**src/rtl/spi_slave.sv**
```systemverilog
// SPI responder: synchronizes SS_n/SCLK/MOSI into clk, receives 8/16-bit frames and returns a preloaded word on MISO.
// Optional sticky overrun detection is compiled in when SPI_SLAVE_OVERRUN_EN is defined.
module spi_slave (
  input  logic        clk,
  input  logic        rst_n,
  input  logic        SS_n,
  input  logic        SCLK,
  input  logic        MOSI,
  output logic        MISO,
  input  logic        pos_edge,
  input  logic        width8,
  input  logic [15:0] tx_data,
  input  logic        wrt,
  output logic [15:0] rx_data,
  output logic        rdy,
  input  logic        clr_rdy,
  output logic        tx_vld,
  output logic        frame_err,
  output logic        overrun
);

  typedef enum logic [1:0] {
    ST_IDLE  = 2'd0,
    ST_SHIFT = 2'd1,
    ST_END   = 2'd2
  } state_t;

  state_t      r_state;
  state_t      w_next_state;
  logic [2:0]  r_ss_sync;
  logic [2:0]  r_sclk_sync;
  logic [1:0]  r_mosi_sync;
  logic [15:0] r_tx_buf;
  logic [15:0] r_tx_shft;
  logic [15:0] r_rx_shft;
  logic [15:0] r_rx_data;
  logic [4:0]  r_bit_cnt;
  logic        r_tx_vld;
  logic        r_rdy;
  logic        r_frame_err;
  logic        w_ss_fall;
  logic        w_ss_rise;
  logic        w_sclk_rise;
  logic        w_sclk_fall;
  logic        w_sample;
  logic        w_drive;
  logic        w_frame_ok;
  logic        w_load;
  logic        w_shift_in;
  logic        w_shift_out;
  logic        w_commit;
  logic        w_abort;

  // Sync chains reset to 0 so a select still held low when reset releases never looks like a new frame start.
  always_ff @(posedge clk or negedge rst_n) begin
    if (!rst_n) begin
      r_ss_sync   <= '0;
      r_sclk_sync <= '0;
      r_mosi_sync <= '0;
    end else begin
      r_ss_sync   <= {r_ss_sync[1:0], SS_n};
      r_sclk_sync <= {r_sclk_sync[1:0], SCLK};
      r_mosi_sync <= {r_mosi_sync[0], MOSI};
    end
  end

  assign w_ss_fall   = r_ss_sync[2] & ~r_ss_sync[1];
  assign w_ss_rise   = ~r_ss_sync[2] & r_ss_sync[1];
  assign w_sclk_rise = ~r_sclk_sync[2] & r_sclk_sync[1];
  assign w_sclk_fall = r_sclk_sync[2] & ~r_sclk_sync[1];
  assign w_sample    = pos_edge ? w_sclk_rise : w_sclk_fall;
  assign w_drive     = pos_edge ? w_sclk_fall : w_sclk_rise;
  assign w_frame_ok  = (r_bit_cnt == (width8 ? 5'd8 : 5'd16));

  always_ff @(posedge clk or negedge rst_n) begin
    if (!rst_n) r_state <= ST_IDLE;
    else        r_state <= w_next_state;
  end

  always_comb begin
    w_next_state = r_state;
    unique case (r_state)
      ST_IDLE:  if (w_ss_fall) w_next_state = ST_SHIFT;
      ST_SHIFT: if (w_ss_rise) w_next_state = ST_END;
      ST_END:   w_next_state = ST_IDLE;
      default:  w_next_state = ST_IDLE;
    endcase
  end

  // A drive edge seen before any sample edge (bit_cnt still 0) is the leading edge and must not shift.
  always_comb begin
    w_load      = 1'b0;
    w_shift_in  = 1'b0;
    w_shift_out = 1'b0;
    w_commit    = 1'b0;
    w_abort     = 1'b0;
    unique case (r_state)
      ST_IDLE:  w_load = w_ss_fall;
      ST_SHIFT: begin
        w_shift_in  = w_sample;
        w_shift_out = w_drive & (r_bit_cnt != 5'd0);
      end
      ST_END: begin
        w_commit = w_frame_ok;
        w_abort  = ~w_frame_ok;
      end
      default: ;
    endcase
  end

  always_ff @(posedge clk or negedge rst_n) begin
    if (!rst_n) begin
      r_tx_shft <= '0;
      r_rx_shft <= '0;
      r_bit_cnt <= '0;
    end else if (w_load) begin
      r_tx_shft <= r_tx_vld ? r_tx_buf : 16'h0000;
      r_bit_cnt <= '0;
    end else begin
      if (w_shift_in) begin
        r_rx_shft <= {r_rx_shft[14:0], r_mosi_sync[1]};
        if (r_bit_cnt != 5'd31) r_bit_cnt <= r_bit_cnt + 5'd1;
      end
      if (w_shift_out) r_tx_shft <= {r_tx_shft[14:0], 1'b0};
    end
  end

  // A new write beats the end-of-frame clear; a commit beats clr_rdy.
  always_ff @(posedge clk or negedge rst_n) begin
    if (!rst_n) begin
      r_tx_buf    <= '0;
      r_tx_vld    <= 1'b0;
      r_rx_data   <= '0;
      r_rdy       <= 1'b0;
      r_frame_err <= 1'b0;
    end else begin
      r_frame_err <= w_abort;
      if (wrt) r_tx_buf <= tx_data;
      if (wrt)           r_tx_vld <= 1'b1;
      else if (w_commit) r_tx_vld <= 1'b0;
      if (w_commit) r_rx_data <= width8 ? {8'h00, r_rx_shft[7:0]} : r_rx_shft;
      if (w_commit)     r_rdy <= 1'b1;
      else if (clr_rdy) r_rdy <= 1'b0;
    end
  end

`ifdef SPI_SLAVE_OVERRUN_EN
  logic r_overrun;

  always_ff @(posedge clk or negedge rst_n) begin
    if (!rst_n)                 r_overrun <= 1'b0;
    else if (w_commit && r_rdy) r_overrun <= 1'b1;
    else if (clr_rdy)           r_overrun <= 1'b0;
  end

  assign overrun = r_overrun;
`else
  assign overrun = 1'b0;
`endif

  assign MISO      = ~r_ss_sync[2] & (width8 ? r_tx_shft[7] : r_tx_shft[15]);
  assign rx_data   = r_rx_data;
  assign rdy       = r_rdy;
  assign tx_vld    = r_tx_vld;
  assign frame_err = r_frame_err;

endmodule

```
**config.mk**
```make
export PLATFORM = sky130hd
export DESIGN_NAME = spi_slave
export DESIGN_NICKNAME = d
export VERILOG_FILES = /design/src/rtl/spi_slave.sv
export SDC_FILE = /design/constraint.sdc
export NUM_CORES = 1
export LEC_CHECK = 0
export ABC_AREA = 1
export CAP_MARGIN = 20
export CORE_MARGIN = 1
export CORE_UTILIZATION = 50
export CTS_BUF_LIST = sky130_fd_sc_hd__clkbuf_8 sky130_fd_sc_hd__clkbuf_16
export DETAILED_ROUTE_END_ITERATION = 10
export PLACE_DENSITY_LB_ADDON = 0.15
export RECOVER_POWER = 50
export SLEW_MARGIN = 40
export SYNTH_ARGS = -nofsm -noshare
export SYNTH_HDL_FRONTEND = slang
export SYNTH_SLANG_ARGS = --single-unit
```
**constraint.sdc**
```tcl
create_clock -name clk -period 3.6 [get_ports clk]
set_input_delay 0.36 -clock clk [delete_from_list [all_inputs] [get_ports clk]]
set_output_delay 0.36 -clock clk [all_outputs]
set_load 0.05 [all_outputs]
```
==> results.ini, run 1 <==
[clock_network]
root_buffer = clkbuf_8
cts_resized = 0
clk_pin_slew_worst_paths_ns = 0.08
cts.path.max_buffers = 2
htreeDepth = 3
cts_buffers = 9
clock_sinks = 82
clock_latency_ns = 0.34
cts_hold_buf = 0
postCtsSetupBuffers = 0
cts_tree = built

[route]
wl_per_cell_microns = 10.9
avgViaCountPerCell = 4.80
drc = 0
wirelength_microns = 5990
drt_pass1_iterations = 4
drt_iter0_drc = 133
vias = 2625
final_antenna_net_count = 0

[critical_path]
rr_endpoint = r_tx_shft[5]$_DFFE_PN0P_
cp_max_fo = 12
crit_arrival_ns = 2.06
crit_start = width8
cp-end-kind = primary output
critical_path_class = in -> out
start_kind = primary input
worstPathRequired_ns = 3.24
reg2reg_depth = 5
r2r_setup_slack_ns = 1.41
timing.rr.start = r_state[0]$_DFFE_PN0P_
critPathCapture = MISO

[logic_synthesis]
yosysWarningCount = 0
ys_ff_latch = 82
syn_avg_cell_area_sq_um = 8.90
postSynthCellCount = 405
synth_area_sq_um = 3600
synth.distinct_cells = 30
syn_nets = 433
yosysSeqAreaShare_pct = 56.9

[floorplan]
die_w_microns = 86.9
pin_count = 46
die_area_sq_um = 7550
start_util_pct = 52.5
rows = 30
die_height_microns = 86.9
core-area_sq_um = 6870

[placed_design]
gp_congestion = 0.824
placed_area_sq_um = 4070
numPlacedInstances = 531
portBuffers = 44
hpwl_microns = 3950

[global_routing]
grt_max_degree = 83
antenna_found_initial = 0
grt_pass1_vias = 2464
grt_first_pass_wirelength_microns = 10700
grt_overflow = 0
grt.total_usage_pct = 18.3

[timing]
finalSetupViolCount = 0
tightest_slew_ns = 1.95
period_share_pct = 67.2
final.setup.tns_ns = 0
slew_headroom_pct = -30.1
rsz0062_at_grt = false
final_hold_viol_count = 0
holdWs_ns = 0.351
finClkSkew_ns = 0.00838
final-max-slew-violation-count = 83
fmax_ghz = 0.413
fin_crit_ns = 2.42

[finish]
diodes = 0
final_cell_mix = nand2_1 (162), dfrtp_1 (82), clkdlybuf4s50_1 (40), nand3_1 (37), inv_1 (27)
drive_gt1_share_pct = 8.20
final_common_cell = nand2_1
fin_nets = 474
design_area_sq_um = 4260
layoutNonFillerInstCount = 547
layout-area-overhead-vs-synth_pct = 18.3

[status]
status = complete, but fails checks
violations = capacitance limit, slew limit

[run]
maxCapViolCount = 1

[power_and_ir_drop]
powerDensity_nw_per_um2 = 579
power.static_leakage_nw = 2.18
irDropWorstVdd_mv = 0.235

[worst_hold_path]
min_path_type = reg -> reg
min_from = r_mosi_sync[0]$_DFF_PN0_

## worst max-delay path: stages
cell and delay (ns):
clkdlybuf4s50_1 0.46, buf_4 0.18, o21ai_0 0.10, a21oi_1 0.14, clkdlybuf4s50_1 0.82
## metal layers
layer | part of all wire, % | vias to the layer above | global-route usage, %
met5 | 0 | - | 0
met4 | 1.9 | 0 | 8.48
met3 | 2.7 | 10 | 3.41
met2 | 49 | 45 | 31.9
met1 | 46 | 1220 | 22.1
li1 | - | 1350 | -
## where the power goes
part / internal, mW / switching (mW)
registers: 1.13 / 0.0995
clock network: 0.355 / 0.310
logic: 0.216 / 0.356
total: 1.70 / 0.766
## cells by family after synthesis
| logic type | Yosys count | share of synthesized area (%) |
|---|---|---|
| compound gates | 39 | 6.67 |
| xor+xnor | 2 | 0.486 |
| fa+ha+maj | 3 | 1.04 |
| buf+inv | 47 | 6.32 |
| flops | 82 | 56.9 |
| other cells | 1 | 0.104 |
| simple gates | 231 | 28.4 |
## how the worst min path moves through the flow
| stage | cells past startpoint | end |
|---|---|---|
| floorplan | 0 | frame_err$_DFF_PN0_ |
| global placement | 0 | r_sclk_sync[1]$_DFF_PN0_ |
| detailed placement | 0 | r_mosi_sync[1]$_DFF_PN0_ |
| CTS | 1 | r_tx_buf[13]$_DFFE_PN0P_ |
| global route | 0 | r_mosi_sync[1]$_DFF_PN0_ |
| finish | 0 | r_mosi_sync[1]$_DFF_PN0_ |
## registers in the layout, summed over array words and instances, names as in the netlist
| name | flops |
|---|---|
| rx_data | 16 |
| r_sclk_sync | 3 |
| r_rx_shft | 16 |
| frame_err | 1 |
| r_tx_buf | 16 |
| r_state | 2 |
| tx_vld | 1 |
| r_ss_sync | 3 |
| r_mosi_sync | 2 |
| r_bit_cnt | 5 |
| r_tx_shft | 16 |
| rdy | 1 |
## synth_stat cells
| cell type | number | area share [%] |
|---|---|---|
| nand2_1 | 162 | 17 |
| dfrtp_1 | 82 | 57 |
| nand3_1 | 37 | 5.1 |
| inv_1 | 26 | 2.7 |
| nor2_1 | 15 | 1.6 |
| a21boi_0 | 14 | 2.9 |
| o21ai_1 | 12 | 1.7 |
| a21oi_1 | 8 | 1.1 |
| buf_2 | 6 | 0.83 |
| buf_6 | 4 | 1.2 |
| nand2_4 | 4 | 1.2 |
| nor2_4 | 4 | 1.2 |
| buf_4 | 3 | 0.62 |
| clkbuf_1 | 3 | 0.31 |
| ha_1 | 3 | 1.0 |
| inv_2 | 3 | 0.31 |
| nor2_2 | 2 | 0.35 |
| nor3_1 | 2 | 0.28 |
| o21ai_0 | 2 | 0.28 |
| o21ai_2 | 2 | 0.49 |
| xor2_1 | 2 | 0.49 |
| a21boi_1 | 1 | 0.21 |
| clkinv_1 | 1 | 0.10 |
| conb_1 | 1 | 0.10 |
| inv_4 | 1 | 0.17 |
| nand2_2 | 1 | 0.17 |
| nand3_4 | 1 | 0.49 |
| nand4_1 | 1 | 0.17 |
| nand4_2 | 1 | 0.35 |
| nor2_8 | 1 | 0.56 |
## through the flow
stage | setup slack (ns) | utilization (%) | total power, mW
floorplan | 1.73 | - | 1.69
global placement | 1.14 | 59.2 | 1.80
detailed placement | 1.17 | 59.3 | 1.83
CTS | 1.15 | 62.2 | 2.50
global route | 1.11 | 62.0 | 2.65
finish | 1.18 | 62.0 | 2.47
## area by class of cell
class | instances | area [sq um]
clock inverter | 5 | 52.6
sequential | 82 | 2050
fill | 643 | 2610
timing repair buffer | 46 | 450
clock buffer | 11 | 151
multi-input combinational | 276 | 1320
inverter | 31 | 119
tap | 96 | 120
Note: power is estimated with default switching activity, not from simulation.
==> run 2, diff against run 1 <==
==> constraint.sdc (replaced) <==
create_clock -name clk -period 2.55 [get_ports clk]
set_input_delay 0.255 -clock clk [delete_from_list [all_inputs] [get_ports clk]]
set_output_delay 0.255 -clock clk [all_outputs]
set_load 0.05 [all_outputs]
==> run 2 against run 1 <==
The flow now finishes without violations. Critical path depth is 1 lower. Clock skew up 0.0018 ns. Critical path type unchanged. Wire length increased by 10%. Power rose by 57%. Worst setup slack got worse by 0.54 ns. First-iteration DRC count down 7.5%. Flip-flop and latch count did not move. Non-clock buffer count is 2 higher. Clock power is 95% higher. Highest routed layer unchanged. Sequential power up 42%. Combinational power increased by 45%.
==> results.ini, run 2 (synthesized netlist as in run 1, its figures left out) <==
[status]
status = finished, final reports clean

[placed_design]
numPlacedInstances = 532
hpwl_microns = 4350
portBuffers = 44
placed_area_sq_um = 4100
place_ws_ns = 0.516
gp_congestion = 0.773

[global_routing]
grt_overflow = 0
antenna_found_initial = 0
grt.total_usage_pct = 20.1
grt_first_pass_wirelength_microns = 11700
use_met2_pct = 33.1
grt_max_degree = 48
top_usage_layer = met2
grt.met3_usage_pct = 3.89
grt_pass1_vias = 2625
gr-usage-met1_pct = 25.3

[finish]
final_common_cell = nand2_1
fin_nets = 476
drive_gt1_share_pct = 8.39
layout-area-overhead-vs-synth_pct = 21.7
layoutNonFillerInstCount = 549
diodes = 0
final_cell_mix = nand2_1 (162), dfrtp_1 (82), clkdlybuf4s50_1 (38), nand3_1 (37), inv_1 (29)
design_area_sq_um = 4390
fin_util_pct = 63.9

[critical_path]
critical_path_class = in -> out
rr_endpoint = tx_vld$_DFFE_PN0P_
cp-end-kind = primary output
start_kind = primary input
cp_max_fo = 12
timing.rr.start = r_bit_cnt[0]$_DFFE_PN0P_
r2r_setup_slack_ns = 0.83
crit_arrival_ns = 1.65
reg2reg_depth = 9
worstPathRequired_ns = 2.30

[route]
wirelength_microns = 6580
drt_pass1_iterations = 4
drt_iter0_drc = 123
final_antenna_net_count = 0
drc = 0
vias = 2655
wl_per_cell_microns = 12.0
avgViaCountPerCell = 4.84

[clock_network]
htreeDepth = 3
clock_latency_ns = 0.36
cts_resized = 0
clk_pin_slew_worst_paths_ns = 0.07
root_buffer = clkbuf_8
cts.path.max_buffers = 2
cts_buffers = 9
cts_tree = built
postCtsSetupBuffers = 0
clock_sinks = 82

[timing]
finClkSkew_ns = 0.0102
final_hold_viol_count = 0
final.setup.tns_ns = 0
setup_ws_ns = 0.643
period_share_pct = 74.8
slew_headroom_pct = 20.9
fmax_ghz = 0.524
finalSetupViolCount = 0
final-max-slew-violation-count = 0
holdWs_ns = 0.355
tightest_slew_ns = 1.19
rsz0062_at_grt = false
fin_crit_ns = 1.91

[floorplan]
pin_count = 46
die_height_microns = 86.9
die_w_microns = 86.9
rows = 30
core-area_sq_um = 6870
start_util_pct = 52.5
die_area_sq_um = 7550

[power_and_ir_drop]
irDropWorstVdd_mv = 0.416
power.static_leakage_nw = 2.24
powerDensity_nw_per_um2 = 883
power_mw = 3.87

[worst_hold_path]
whs_path_depth = 0
min_path_type = reg -> reg
whs_endpoint = r_sclk_sync[1]$_DFF_PN0_
min_from = r_sclk_sync[0]$_DFF_PN0_

[run]
maxCapViolCount = 0

[run 2: cell count changes in the layout (fill, tap and decap cells not counted), sizes merged]
cell           previous run  this run
clkinvlp                  1         0
inv                      30        32
clkbuf                   12        10
clkinv                    4         1
bufinv                    1         5
clkdlybuf4s50            40        38
dlygate4sd3               3         5
buf                       2         4
[run 2: worst max path at each step]
| stage | startpoint | to | slack (ns) |
|---|---|---|---|
| after floorplan | width8 | MISO | 0.89 |
| after global placement | width8 | tx_vld$_DFFE_PN0P_ | 0.55 |
| after detailed placement | width8 | tx_vld$_DFFE_PN0P_ | 0.52 |
| after CTS | width8 | MISO | 0.62 |
| after global routing | width8 | MISO | 0.58 |
| final | width8 | MISO | 0.64 |
[run 2: routing by layer]
layer | wire [microns] | up-vias
met3 | 284 | 12
li1 | - | 1349
met1 | 2970 | 1240
met5 | 0 | -
met2 | 3220 | 54
met4 | 114 | 0
[run 2: cell type report]
type	count	area (sq um)
clock buffers	9	124
clock inverters	7	158
fillers	594	2480
inverters	31	119
multi-input cells	276	1320
flip-flops and latches	82	2050
well taps	96	120
repair buffers	48	490
[run 2: power breakdown]
| group | internal (mW) | switching [mW] | leakage (nW) |
|---|---|---|---|
| registers | 1.59 | 0.153 | 1.04 |
| clock network | 0.841 | 0.456 | 0.146 |
| logic | 0.321 | 0.510 | 1.06 |
| total | 2.76 | 1.12 | 2.24 |
[run 2: repair_timing]
action	CTS	global route
endpoints found under the setup margin	0	0
endpoints found under the hold margin	46	0
hold buffers	1	0
[run 2: worst max-delay path, cell delays in order]
cell             delay, ns
clkdlybuf4s50_1       0.77
o21ai_0               0.17
a21oi_1               0.27
buf_12                0.18
==> run 3, diff against run 2 <==
==> constraint.sdc (replaced) <==
create_clock -name clk -period 1.9 [get_ports clk]
set_input_delay 0.19 -clock clk [delete_from_list [all_inputs] [get_ports clk]]
set_output_delay 0.19 -clock clk [all_outputs]
set_load 0.05 [all_outputs]
==> run 3 against run 2 <==
Final cell count is 0.73% higher. Via count grew 0.34%. First-iteration DRC count is 4.1% lower. Clock power fell by 4%. Sequential share of layout area increased by 0.61 points. Critical path depth is 3 lower. Critical endpoint is now tx_vld. Largest power group unchanged.
==> results.ini, run 3 (synthesized netlist as in run 1, its figures left out) <==
[floorplan]
die_height_microns = 86.9
rows = 30
start_util_pct = 52.5
die_w_microns = 86.9
core-area_sq_um = 6870
die_area_sq_um = 7550
pin_count = 46

[route]
vias = 2664
wl_per_cell_microns = 11.1
wirelength_microns = 6130
drt_iter0_drc = 118
drt_pass1_iterations = 4
drc = 0
final_antenna_net_count = 0
avgViaCountPerCell = 4.82

[placed_design]
gp_congestion = 0.820
numPlacedInstances = 536
hpwl_microns = 4160
placed_area_sq_um = 4130
portBuffers = 44
place_ws_ns = 0.338

[power_and_ir_drop]
irDropWorstVdd_mv = 0.471
powerDensity_nw_per_um2 = 1080
power.static_leakage_nw = 2.23

[finish]
final_cell_mix = nand2_1 (163), dfrtp_1 (82), clkdlybuf4s50_1 (39), nand3_1 (37), inv_1 (30)
final_common_cell = nand2_1
fin_nets = 480
layoutNonFillerInstCount = 553
fillers = 601
design_area_sq_um = 4330
layout-area-overhead-vs-synth_pct = 20.2
multi_input_area_sq_um = 1320
seqCellArea_sq_um = 2050
drive_gt1_share_pct = 8.75
diodes = 0

[global_routing]
antenna_found_initial = 0
top_usage_layer = met2
grt_first_pass_wirelength_microns = 10900
grt.total_usage_pct = 18.8
use_met2_pct = 32.0
grt_pass1_vias = 2466
grt_overflow = 0
grt_max_degree = 55
grt.met3_usage_pct = 3.41
gr-usage-met1_pct = 23.1

[critical_path]
critical_path_class = reg -> out
critPathMaxStageDelay_ns = 0.81
worst_path_dominant_cell_family = buffers and inverters
cp_num_buf_inv = 1
crit_slowest_cell = clkdlybuf4s50_1
start_kind = flop
crit_arrival_ns = 1.53
worstPathRequired_ns = 1.71
cp-end-kind = primary output
path_cells = clkdlybuf4s50_1
cp_max_fo = 3

[clock_network]
root_buffer = clkbuf_8
htreeDepth = 3
cts_resized = 0
cts_buffers = 9
clk_pin_slew_worst_paths_ns = 0.08
postCtsSetupBuffers = 0
cts.path.max_buffers = 2
clock_latency_ns = 0.35
clock_sinks = 82
cts_tree = built
cts_hold_buf = 1

[status]
status = finished, final reports clean

[timing]
rsz0062_at_grt = false
final-max-slew-violation-count = 0
final_hold_viol_count = 0
final.setup.tns_ns = 0
slew_headroom_pct = 50.5
fmax_ghz = 0.580
setup_ws_ns = 0.176
period_share_pct = 90.8
finClkSkew_ns = 0.00759
finalSetupViolCount = 0
tightest_slew_ns = 0.742
fin_crit_ns = 1.72

[run]
maxCapViolCount = 0

[worst_hold_path]
min_path_type = reg -> reg

==> run 3: cell count changes in the layout (fill, tap and decap cells not counted) <==
cell             change
buf_4                +4
bufinv_16            -4
clkbuf_8             +2
clkdlybuf4s50_1      +1
clkinv_2             +1
dlygate4sd3_1        -1
inv_1                +1
nand2_1              +1
nand2_2              -1
==> run 3: per-stage QoR <==
step                      hold slack (ns)  util, %  total power [mW]
after global placement              0.136     60.1              3.44
final                               0.352     63.0              4.69
after global routing                0.362     63.0              5.02
after detailed placement            0.139     60.1              3.49
after floorplan                    -0.106        -              3.20
after CTS                           0.262     63.1              4.75
==> run 3: area by class of cell <==
cell class                 count  area share (%)
sequential                    82            47.4
multi-input combinational    276            30.5
timing repair buffer          52            12.0
clock buffer                  11            3.50
tap                           96            2.77
inverter                      31            2.74
clock inverter                 5            1.07
==> run 3: path summary, 6_finish.rpt <==
kind | startpoint | to | slack, ns | cells past startpoint
min in group asynchronous | rst_n | rx_data[3]$_DFFE_PN0P_ | 0.43 | 2
max in group asynchronous | rst_n | r_tx_buf[5]$_DFFE_PN0P_ | 0.75 | 3
setup / recovery | tx_vld$_DFFE_PN0P_ | tx_vld | 0.18 | 1
setup reg to reg | r_bit_cnt[0]$_DFFE_PN0P_ | r_bit_cnt[3]$_DFFE_PN0P_ | 0.33 | 9
hold / removal | r_mosi_sync[0]$_DFF_PN0_ | r_mosi_sync[1]$_DFF_PN0_ | 0.35 | 0
hold reg to reg | r_mosi_sync[0]$_DFF_PN0_ | r_mosi_sync[1]$_DFF_PN0_ | 0.35 | 0
==> run 3: power by group <==
| group | internal (mW) | total, mW | switching (mW) |
|---|---|---|---|
| clock network | 0.663 | 1.25 | 0.589 |
| registers | 2.14 | 2.34 | 0.196 |
| logic | 0.440 | 1.11 | 0.666 |
| total | 3.24 | 4.69 | 1.45 |
==> run 3: metal layers <==
layer	wire [microns]	part of all wire [%]
met1	2810	46
met2	3000	49
met3	211	3.4
met4	117	1.9
met5	0	0
